[config.mk]
export PLATFORM = sky130hd
export DESIGN_NAME = unified_mem_arbiter_flat
export DESIGN_NICKNAME = d
export VERILOG_FILES = /design/src/rtl/unified_mem_arbiter_if.sv /design/src/rtl/unified_mem_arbiter.sv /design/src/flat_wrapper.sv
export SDC_FILE = /design/constraint.sdc
export NUM_CORES = 1
export LEC_CHECK = 0
export ABC_AREA = 1
export CORE_MARGIN = 2
export CORE_UTILIZATION = 42
export DETAILED_ROUTE_END_ITERATION = 8
export PLACE_DENSITY_LB_ADDON = 0.25
export SLEW_MARGIN = 30
export SYNTH_ARGS = -nofsm -noshare
export SYNTH_HDL_FRONTEND = slang
export SYNTH_SLANG_ARGS = --single-unit
[constraint.sdc]
create_clock -name clk -period 2 [get_ports clk]
set_input_delay 0.4 -clock clk [delete_from_list [all_inputs] [get_ports clk]]
set_output_delay 0.4 -clock clk [all_outputs]
set_load 0.05 [all_outputs]
[src/rtl/unified_mem_arbiter_if.sv]
// Memory-side request/response bus shared by the fetch and data ports.
// The arbiter drives it as master; the memory controller is the slave.
interface unified_mem_arbiter_if #(
  parameter int XLEN = 32
);

  logic            mem_valid;
  logic            mem_ready;
  logic            mem_we;
  logic [XLEN-1:0] mem_addr;
  logic [XLEN-1:0] mem_wdata;
  logic [3:0]      mem_byte_en;
  logic            mem_rvalid;
  logic [XLEN-1:0] mem_rdata;

  modport master (
    output mem_valid,
    output mem_we,
    output mem_addr,
    output mem_wdata,
    output mem_byte_en,
    input  mem_ready,
    input  mem_rvalid,
    input  mem_rdata
  );

  modport slave (
    input  mem_valid,
    input  mem_we,
    input  mem_addr,
    input  mem_wdata,
    input  mem_byte_en,
    output mem_ready,
    output mem_rvalid,
    output mem_rdata
  );

endinterface

[src/rtl/unified_mem_arbiter.sv]
// Arbitrates IF fetch and MEM data ports onto one single-port memory.
// Data wins by default; a streak counter forces a fetch after a run of data grants.
module unified_mem_arbiter #(
  parameter int XLEN         = 32,
  parameter int STARVE_LIMIT = 4,
  parameter int STREAK_W     = 3
) (
  input  logic            clk,
  input  logic            reset,

  input  logic            if_req,
  input  logic [XLEN-1:0] if_addr,
  input  logic            if_kill,
  output logic [XLEN-1:0] if_rdata,
  output logic            if_ready,
  output logic            if_stall,

  input  logic            dm_req,
  input  logic            dm_we,
  input  logic [XLEN-1:0] dm_addr,
  input  logic [XLEN-1:0] dm_wdata,
  input  logic [3:0]      dm_byte_en,
  output logic [XLEN-1:0] dm_rdata,
  output logic            dm_ready,
  output logic            dm_stall,

  unified_mem_arbiter_if.master mem
);

  typedef enum logic [1:0] {
    S_IDLE,
    S_REQ,
    S_WAIT,
    S_DONE
  } state_t;

  typedef enum logic {
    OWN_DATA,
    OWN_FETCH
  } owner_t;

  localparam logic [STREAK_W-1:0] LIMIT =
    STREAK_W'(STARVE_LIMIT);
  localparam logic [STREAK_W-1:0] ONE =
    STREAK_W'(1);

  state_t state_q;
  state_t state_d;
  owner_t owner_q;

  logic [STREAK_W-1:0] streak_q;
  logic [STREAK_W-1:0] streak_d;
  logic                kill_pend_q;
  logic                kill_pend_d;

  logic            we_q;
  logic [XLEN-1:0] addr_q;
  logic [XLEN-1:0] wdata_q;
  logic [3:0]      be_q;

  logic            req_we;
  logic [XLEN-1:0] req_addr;
  logic [XLEN-1:0] req_wdata;
  logic [3:0]      req_be;

  logic [XLEN-1:0] if_rdata_q;
  logic [XLEN-1:0] dm_rdata_q;

  logic starve;
  logic grant_dm;
  logic grant_if;
  logic granted;
  logic fetch_own;
  logic in_idle;
  logic in_req;
  logic in_done;
  logic rsp_take;

  assign in_idle   = state_q == S_IDLE;
  assign in_req    = state_q == S_REQ;
  assign in_done   = state_q == S_DONE;
  assign fetch_own = owner_q == OWN_FETCH;

  assign starve   = if_req && (streak_q == LIMIT);
  assign grant_dm = dm_req && !starve;
  assign grant_if = !grant_dm && if_req && !if_kill;
  assign granted  = in_idle && (grant_dm || grant_if);

  assign rsp_take = (state_q == S_WAIT) &&
                    mem.mem_rvalid;

  always_comb begin
    state_d = state_q;
    unique case (state_q)
      S_IDLE: begin
        if (grant_dm || grant_if) begin
          state_d = S_REQ;
        end
      end
      S_REQ: begin
        if (mem.mem_ready) begin
          state_d = S_WAIT;
        end
      end
      S_WAIT: begin
        if (mem.mem_rvalid) begin
          state_d = S_DONE;
        end
      end
      S_DONE: begin
        state_d = S_IDLE;
      end
      default: begin
        state_d = S_IDLE;
      end
    endcase
  end

  always_comb begin
    req_we    = 1'b0;
    req_addr  = if_addr;
    req_wdata = '0;
    req_be    = 4'b1111;
    unique case (1'b1)
      grant_dm: begin
        req_we    = dm_we;
        req_addr  = dm_addr;
        req_wdata = dm_wdata;
        req_be    = dm_we ? dm_byte_en
                          : 4'b1111;
      end
      grant_if: begin
        req_addr = if_addr;
      end
      default: begin
        req_addr = if_addr;
      end
    endcase
  end

  // Streak only counts data grants that overtook a waiting fetch.
  always_comb begin
    streak_d = streak_q;
    if (grant_if || !if_req) begin
      streak_d = '0;
    end else if (grant_dm) begin
      if (streak_q != LIMIT) begin
        streak_d = streak_q + ONE;
      end
    end
  end

  always_comb begin
    kill_pend_d = kill_pend_q;
    if (in_done) begin
      kill_pend_d = 1'b0;
    end else if (!in_idle && fetch_own &&
                 if_kill) begin
      kill_pend_d = 1'b1;
    end
  end

  always_ff @(posedge clk) begin
    if (reset) begin
      state_q     <= S_IDLE;
      streak_q    <= '0;
      kill_pend_q <= 1'b0;
    end else begin
      state_q     <= state_d;
      kill_pend_q <= kill_pend_d;
      if (in_idle) begin
        streak_q <= streak_d;
      end
    end
  end

  always_ff @(posedge clk) begin
    if (reset) begin
      owner_q <= OWN_DATA;
      we_q    <= 1'b0;
      addr_q  <= '0;
      wdata_q <= '0;
      be_q    <= '0;
    end else if (granted) begin
      owner_q <= grant_dm ? OWN_DATA
                          : OWN_FETCH;
      we_q    <= req_we;
      addr_q  <= req_addr;
      wdata_q <= req_wdata;
      be_q    <= req_be;
    end
  end

  always_ff @(posedge clk) begin
    if (reset) begin
      if_rdata_q <= '0;
      dm_rdata_q <= '0;
    end else if (rsp_take) begin
      if (fetch_own) begin
        if_rdata_q <= mem.mem_rdata;
      end else begin
        dm_rdata_q <= mem.mem_rdata;
      end
    end
  end

  // Bus fields are zeroed outside REQ so idle cycles present a clean bus.
  assign mem.mem_valid   = in_req;
  assign mem.mem_we      = in_req & we_q;
  assign mem.mem_addr    = in_req ? addr_q  : '0;
  assign mem.mem_wdata   = in_req ? wdata_q : '0;
  assign mem.mem_byte_en = in_req ? be_q    : '0;

  assign if_ready = in_done && fetch_own &&
                    !kill_pend_q && !if_kill;
  assign dm_ready = in_done && !fetch_own;

  assign if_rdata = if_rdata_q;
  assign dm_rdata = dm_rdata_q;

  assign if_stall = if_req && !if_ready;
  assign dm_stall = dm_req && !dm_ready;

endmodule

[src/flat_wrapper.sv]
// flat-port wrapper written by rule: the top's interface ports become plain ports
module unified_mem_arbiter_flat 
#(
  parameter int XLEN         = 32,
  parameter int STARVE_LIMIT = 4,
  parameter int STREAK_W     = 3
)
  (clk, reset, if_req, if_addr, if_kill, if_rdata, if_ready, if_stall, dm_req, dm_we, dm_addr, dm_wdata, dm_byte_en, dm_rdata, dm_ready, dm_stall, mem_mem_valid, mem_mem_we, mem_mem_addr, mem_mem_wdata, mem_mem_byte_en, mem_mem_ready, mem_mem_rvalid, mem_mem_rdata);
  unified_mem_arbiter_if #(.XLEN(XLEN)) mem_i ();
  input  logic clk;
  input  logic reset;
  input  logic if_req;
  input  logic [XLEN-1:0] if_addr;
  input  logic if_kill;
  output logic [XLEN-1:0] if_rdata;
  output logic if_ready;
  output logic if_stall;
  input  logic dm_req;
  input  logic dm_we;
  input  logic [XLEN-1:0] dm_addr;
  input  logic [XLEN-1:0] dm_wdata;
  input  logic [3:0] dm_byte_en;
  output logic [XLEN-1:0] dm_rdata;
  output logic dm_ready;
  output logic dm_stall;
  output wire logic [$bits(mem_i.mem_valid)-1:0] mem_mem_valid;
  output wire logic [$bits(mem_i.mem_we)-1:0] mem_mem_we;
  output wire logic [$bits(mem_i.mem_addr)-1:0] mem_mem_addr;
  output wire logic [$bits(mem_i.mem_wdata)-1:0] mem_mem_wdata;
  output wire logic [$bits(mem_i.mem_byte_en)-1:0] mem_mem_byte_en;
  input wire logic [$bits(mem_i.mem_ready)-1:0] mem_mem_ready;
  input wire logic [$bits(mem_i.mem_rvalid)-1:0] mem_mem_rvalid;
  input wire logic [$bits(mem_i.mem_rdata)-1:0] mem_mem_rdata;
  assign mem_mem_valid = mem_i.mem_valid;
  assign mem_mem_we = mem_i.mem_we;
  assign mem_mem_addr = mem_i.mem_addr;
  assign mem_mem_wdata = mem_i.mem_wdata;
  assign mem_mem_byte_en = mem_i.mem_byte_en;
  assign mem_i.mem_ready = mem_mem_ready;
  assign mem_i.mem_rvalid = mem_mem_rvalid;
  assign mem_i.mem_rdata = mem_mem_rdata;
  unified_mem_arbiter #(.XLEN(XLEN), .STARVE_LIMIT(STARVE_LIMIT), .STREAK_W(STREAK_W)) u_core (.clk(clk), .reset(reset), .if_req(if_req), .if_addr(if_addr), .if_kill(if_kill), .if_rdata(if_rdata), .if_ready(if_ready), .if_stall(if_stall), .dm_req(dm_req), .dm_we(dm_we), .dm_addr(dm_addr), .dm_wdata(dm_wdata), .dm_byte_en(dm_byte_en), .dm_rdata(dm_rdata), .dm_ready(dm_ready), .dm_stall(dm_stall), .mem(mem_i));
endmodule
==> results.sh <==
export IMPL_cp_max_fo=2
export IMPL_grt_first_pass_wirelength_mm=32.7
export IMPL_worstPathBufferInverterCount=1
export IMPL_crit_family="buffers and inverters"
export IMPL_dp_hpwl_mm=13.9
export IMPL_reg2reg_from="u_core.streak_q[1]$_SDFFE_PP0P_"
export IMPL_post_cts_buffers=0
export IMPL_fin_crit_ns=1.98
export IMPL_p_total_w=0.0117
export IMPL_timing_critical_path_from="u_core.dm_rdata[29]$_SDFFE_PP0P_"
export IMPL_grt_overflow_total=0
export IMPL_seq_area_frac_synth_pct=45.5
export IMPL_wl_met3_mm=1.76
export IMPL_grt_max_degree=51
export IMPL_max_clock_freq_mhz=505
export IMPL_skew_ns=0.0137
export IMPL_cts_buffer_depth=2
export IMPL_core_rowCount=44
export IMPL_setup_viol=0
export IMPL_drive_above_1_share_pct=17.2
export IMPL_area_growth_pct=72.5
export IMPL_syn_cell_area_um2=6170
export IMPL_worstPathArrival_ns=1.58
export IMPL_yosysTopAreaCellShare_pct=45.5
export IMPL_worstPathRequired_ns=1.60
export IMPL_startpoint_type="flip-flop"
export IMPL_diodes=0
export IMPL_gp_congestion=0.813
export IMPL_drtPass1Iterations=5
export IMPL_cts_buffers=17
export IMPL_cts_tree="done"
export IMPL_instances_no_fill=1368
export IMPL_viasPerCell=5.03
export IMPL_fin_ws_ns=0.0183
export IMPL_die_w_um=125
export IMPL_fillers=1079
export IMPL_grt_pass1_vias=6712
export IMPL_cts_sinks=140
export IMPL_fin_nets=1319
export IMPL_p_leak_nw=5.18
export IMPL_min_path_type="in2reg"
export IMPL_synth_top_area_cell="dfxtp_1"
export IMPL_die_y_um=125
export IMPL_period_share_pct=99.1
export IMPL_antenna_left=0
export IMPL_routed_wl_mm=20.5
export IMPL_cap_violations=0
export IMPL_grt_setup_unrepaired="yes"
export IMPL_top_layer="met4"
export IMPL_slowest_delay_ns=0.82
export IMPL_finalHoldViolations=0
export IMPL_setup_tns_ns=0
export IMPL_timing_worst_slew_pin_value_ns=0.543
export IMPL_pre_cts_slack_ns=-0.0636
export IMPL_endpoint_kind="output pin"
export IMPL_cp_slowest_cell="clkdlybuf4s50_1"
export IMPL_syn_avg_cell_area_um2=6.73
export IMPL_via_count=6885
export IMPL_first_iter_violations=521
export IMPL_drc_errors=0
export IMPL_io_pins=278
export IMPL_track_usage_pct=25.7
export IMPL_drt_met1_wl_mm=8.05
export IMPL_htreeDepth=4
export IMPL_core_area_um2=14400
export IMPL_status="complete, no violations"
export IMPL_syn_inst=916
export IMPL_port_buffers=277
export IMPL_ys_ff_latch=140
export IMPL_critPathKind="reg2out"
export IMPL_clock_latency_ns=0.42
export IMPL_die_area_um2=15700
export IMPL_grt_antenna_before_repair=0
export IMPL_synthesis_nets=1062
export IMPL_clk_pin_slew_worst_paths_ns=0.05
export IMPL_start_util_pct=42.7
export IMPL_ys_top_cells_by_area="dfxtp_1 (45%), nand2_1 (15%), a21oi_1 (8.7%), nor2_1 (6.7%), nand3_1 (5.7%)"
export IMPL_critical_path_cell_chain="clkdlybuf4s50_1"
export IMPL_drv_slew=0
export IMPL_slew_headroom_pct=63.8
export IMPL_worstHoldStart="reset"
export IMPL_yosysWarnings=0
export IMPL_place_inst=1337
export IMPL_cts_root_buf="clkbuf_16"
export IMPL_ir_drop_v=0.000623
export IMPL_powerDensity_nw_per_um2=1100
export IMPL_routedWlPerCell_um=15.0
export IMPL_wl_met2_mm=10.1
export IMPL_synth_distinct_cells=24
-- timing repair --
| item | in CTS | in global routing |
|---|---|---|
| gates cloned | 0 | 1 |
| endpoints found under the setup margin | 48 | 74 |
| hold buffers | 0 | 0 |
| gates resized for setup | 22 | 72 |
-- stage by stage --
stage / util, % / cell area [µm²] / hold WS [ns]
after floorplan: - / 6230 / 0.439
after global placement: 68.8 / 9920 / 0.446
after detailed placement: 68.8 / 9920 / 0.451
after CTS: 73.0 / 10500 / 0.332
after global routing: 73.7 / 10600 / 0.357
final: 73.7 / 10600 / 0.344
-- registers in the layout (all words and copies together), names as in the netlist, 2 cells and up --
name and flops:
u_core.if_rdata 32, u_core.state_q 2, u_core.be_q 4, u_core.streak_q 3, u_core.wdata_q 32, u_core.addr_q 32
u_core.dm_rdata 32
-- power by group --
group / leakage, nW / switching (W) / total [W] / internal (W)
combinational: 3.76 / 0.00303 / 0.00500 / 0.00197
clock: 0.274 / 0.00119 / 0.00308 / 0.00189
sequential: 1.15 / 0.000288 / 0.00360 / 0.00331
-- logic make-up after synthesis --
family / share of synthesized area, %
and+or+nand+nor: 28.5
AOI/OAI and AO/OA: 14.7
adders and majority gates: 1.22
buffers and inverters: 10.1
DFF: 45.5
-- cells in the mapped netlist (all sizes together) --
master and count:
nand2 253, dfxtp 140, nor2 111, a21oi 107, inv 86, nand3 71
o21ai 70, clkbuf 47, buf 20, ha 6, and3 1, clkinv 1
nand4 1, nor4 1, o211ai 1
-- area by class of cell --
cell class / count / area, µm² / area share (%)
Clock buffer: 20 / 457 / 4.29
Clock inverter: 10 / 119 / 1.12
Inverter: 87 / 364 / 3.42
Multi-Input combinational cell: 622 / 2790 / 26.2
Sequential cell: 140 / 2810 / 26.4
Tap cell: 184 / 230 / 2.16
Timing Repair Buffer: 305 / 3870 / 36.4
-- per-layer routing --
metal | global-route usage (%) | vias to the layer above
met1 | 28.7 | 3155
li1 | - | 3394
met4 | 11.8 | 0
met5 | 0 | -
met2 | 45.0 | 292
met3 | 7.66 | 44
-- worst paths after layout --
check | endpoint | slack, ns | cells past startpoint
max | dm_rdata[29] | 0.02 | 1
min | u_core.if_rdata[29]$_SDFFE_PP0P_ | 0.34 | 2
max reg2reg | u_core.addr_q[24]$_SDFFE_PP0P_ | 0.27 | 9
min reg2reg | u_core.if_rdata[17]$_SDFFE_PP0P_ | 0.46 | 2
-- layout by cell type (no fill, tap or decap), types with 3 or more instances in the layout --
cell	synthesis	layout
dlymetal6s2s_1	0	33
inv_2	1	40
clkdlybuf4s50_1	0	162
buf_4	0	22
clkinvlp_4	0	13
a21oi_1	107	107
nand2_1	251	241
clkbuf_16	0	18
o21ai_1	6	6
clkinv_4	0	3
buf_12	0	79
ha_1	6	5
nand2_2	1	11
nor2_1	110	106
inv_1	85	37
o21ai_0	63	63
dfxtp_1	140	138
dlygate4sd2_1	0	7
nand3_1	70	70
nor2_2	1	5
Power figures use the tool's default switching activity.
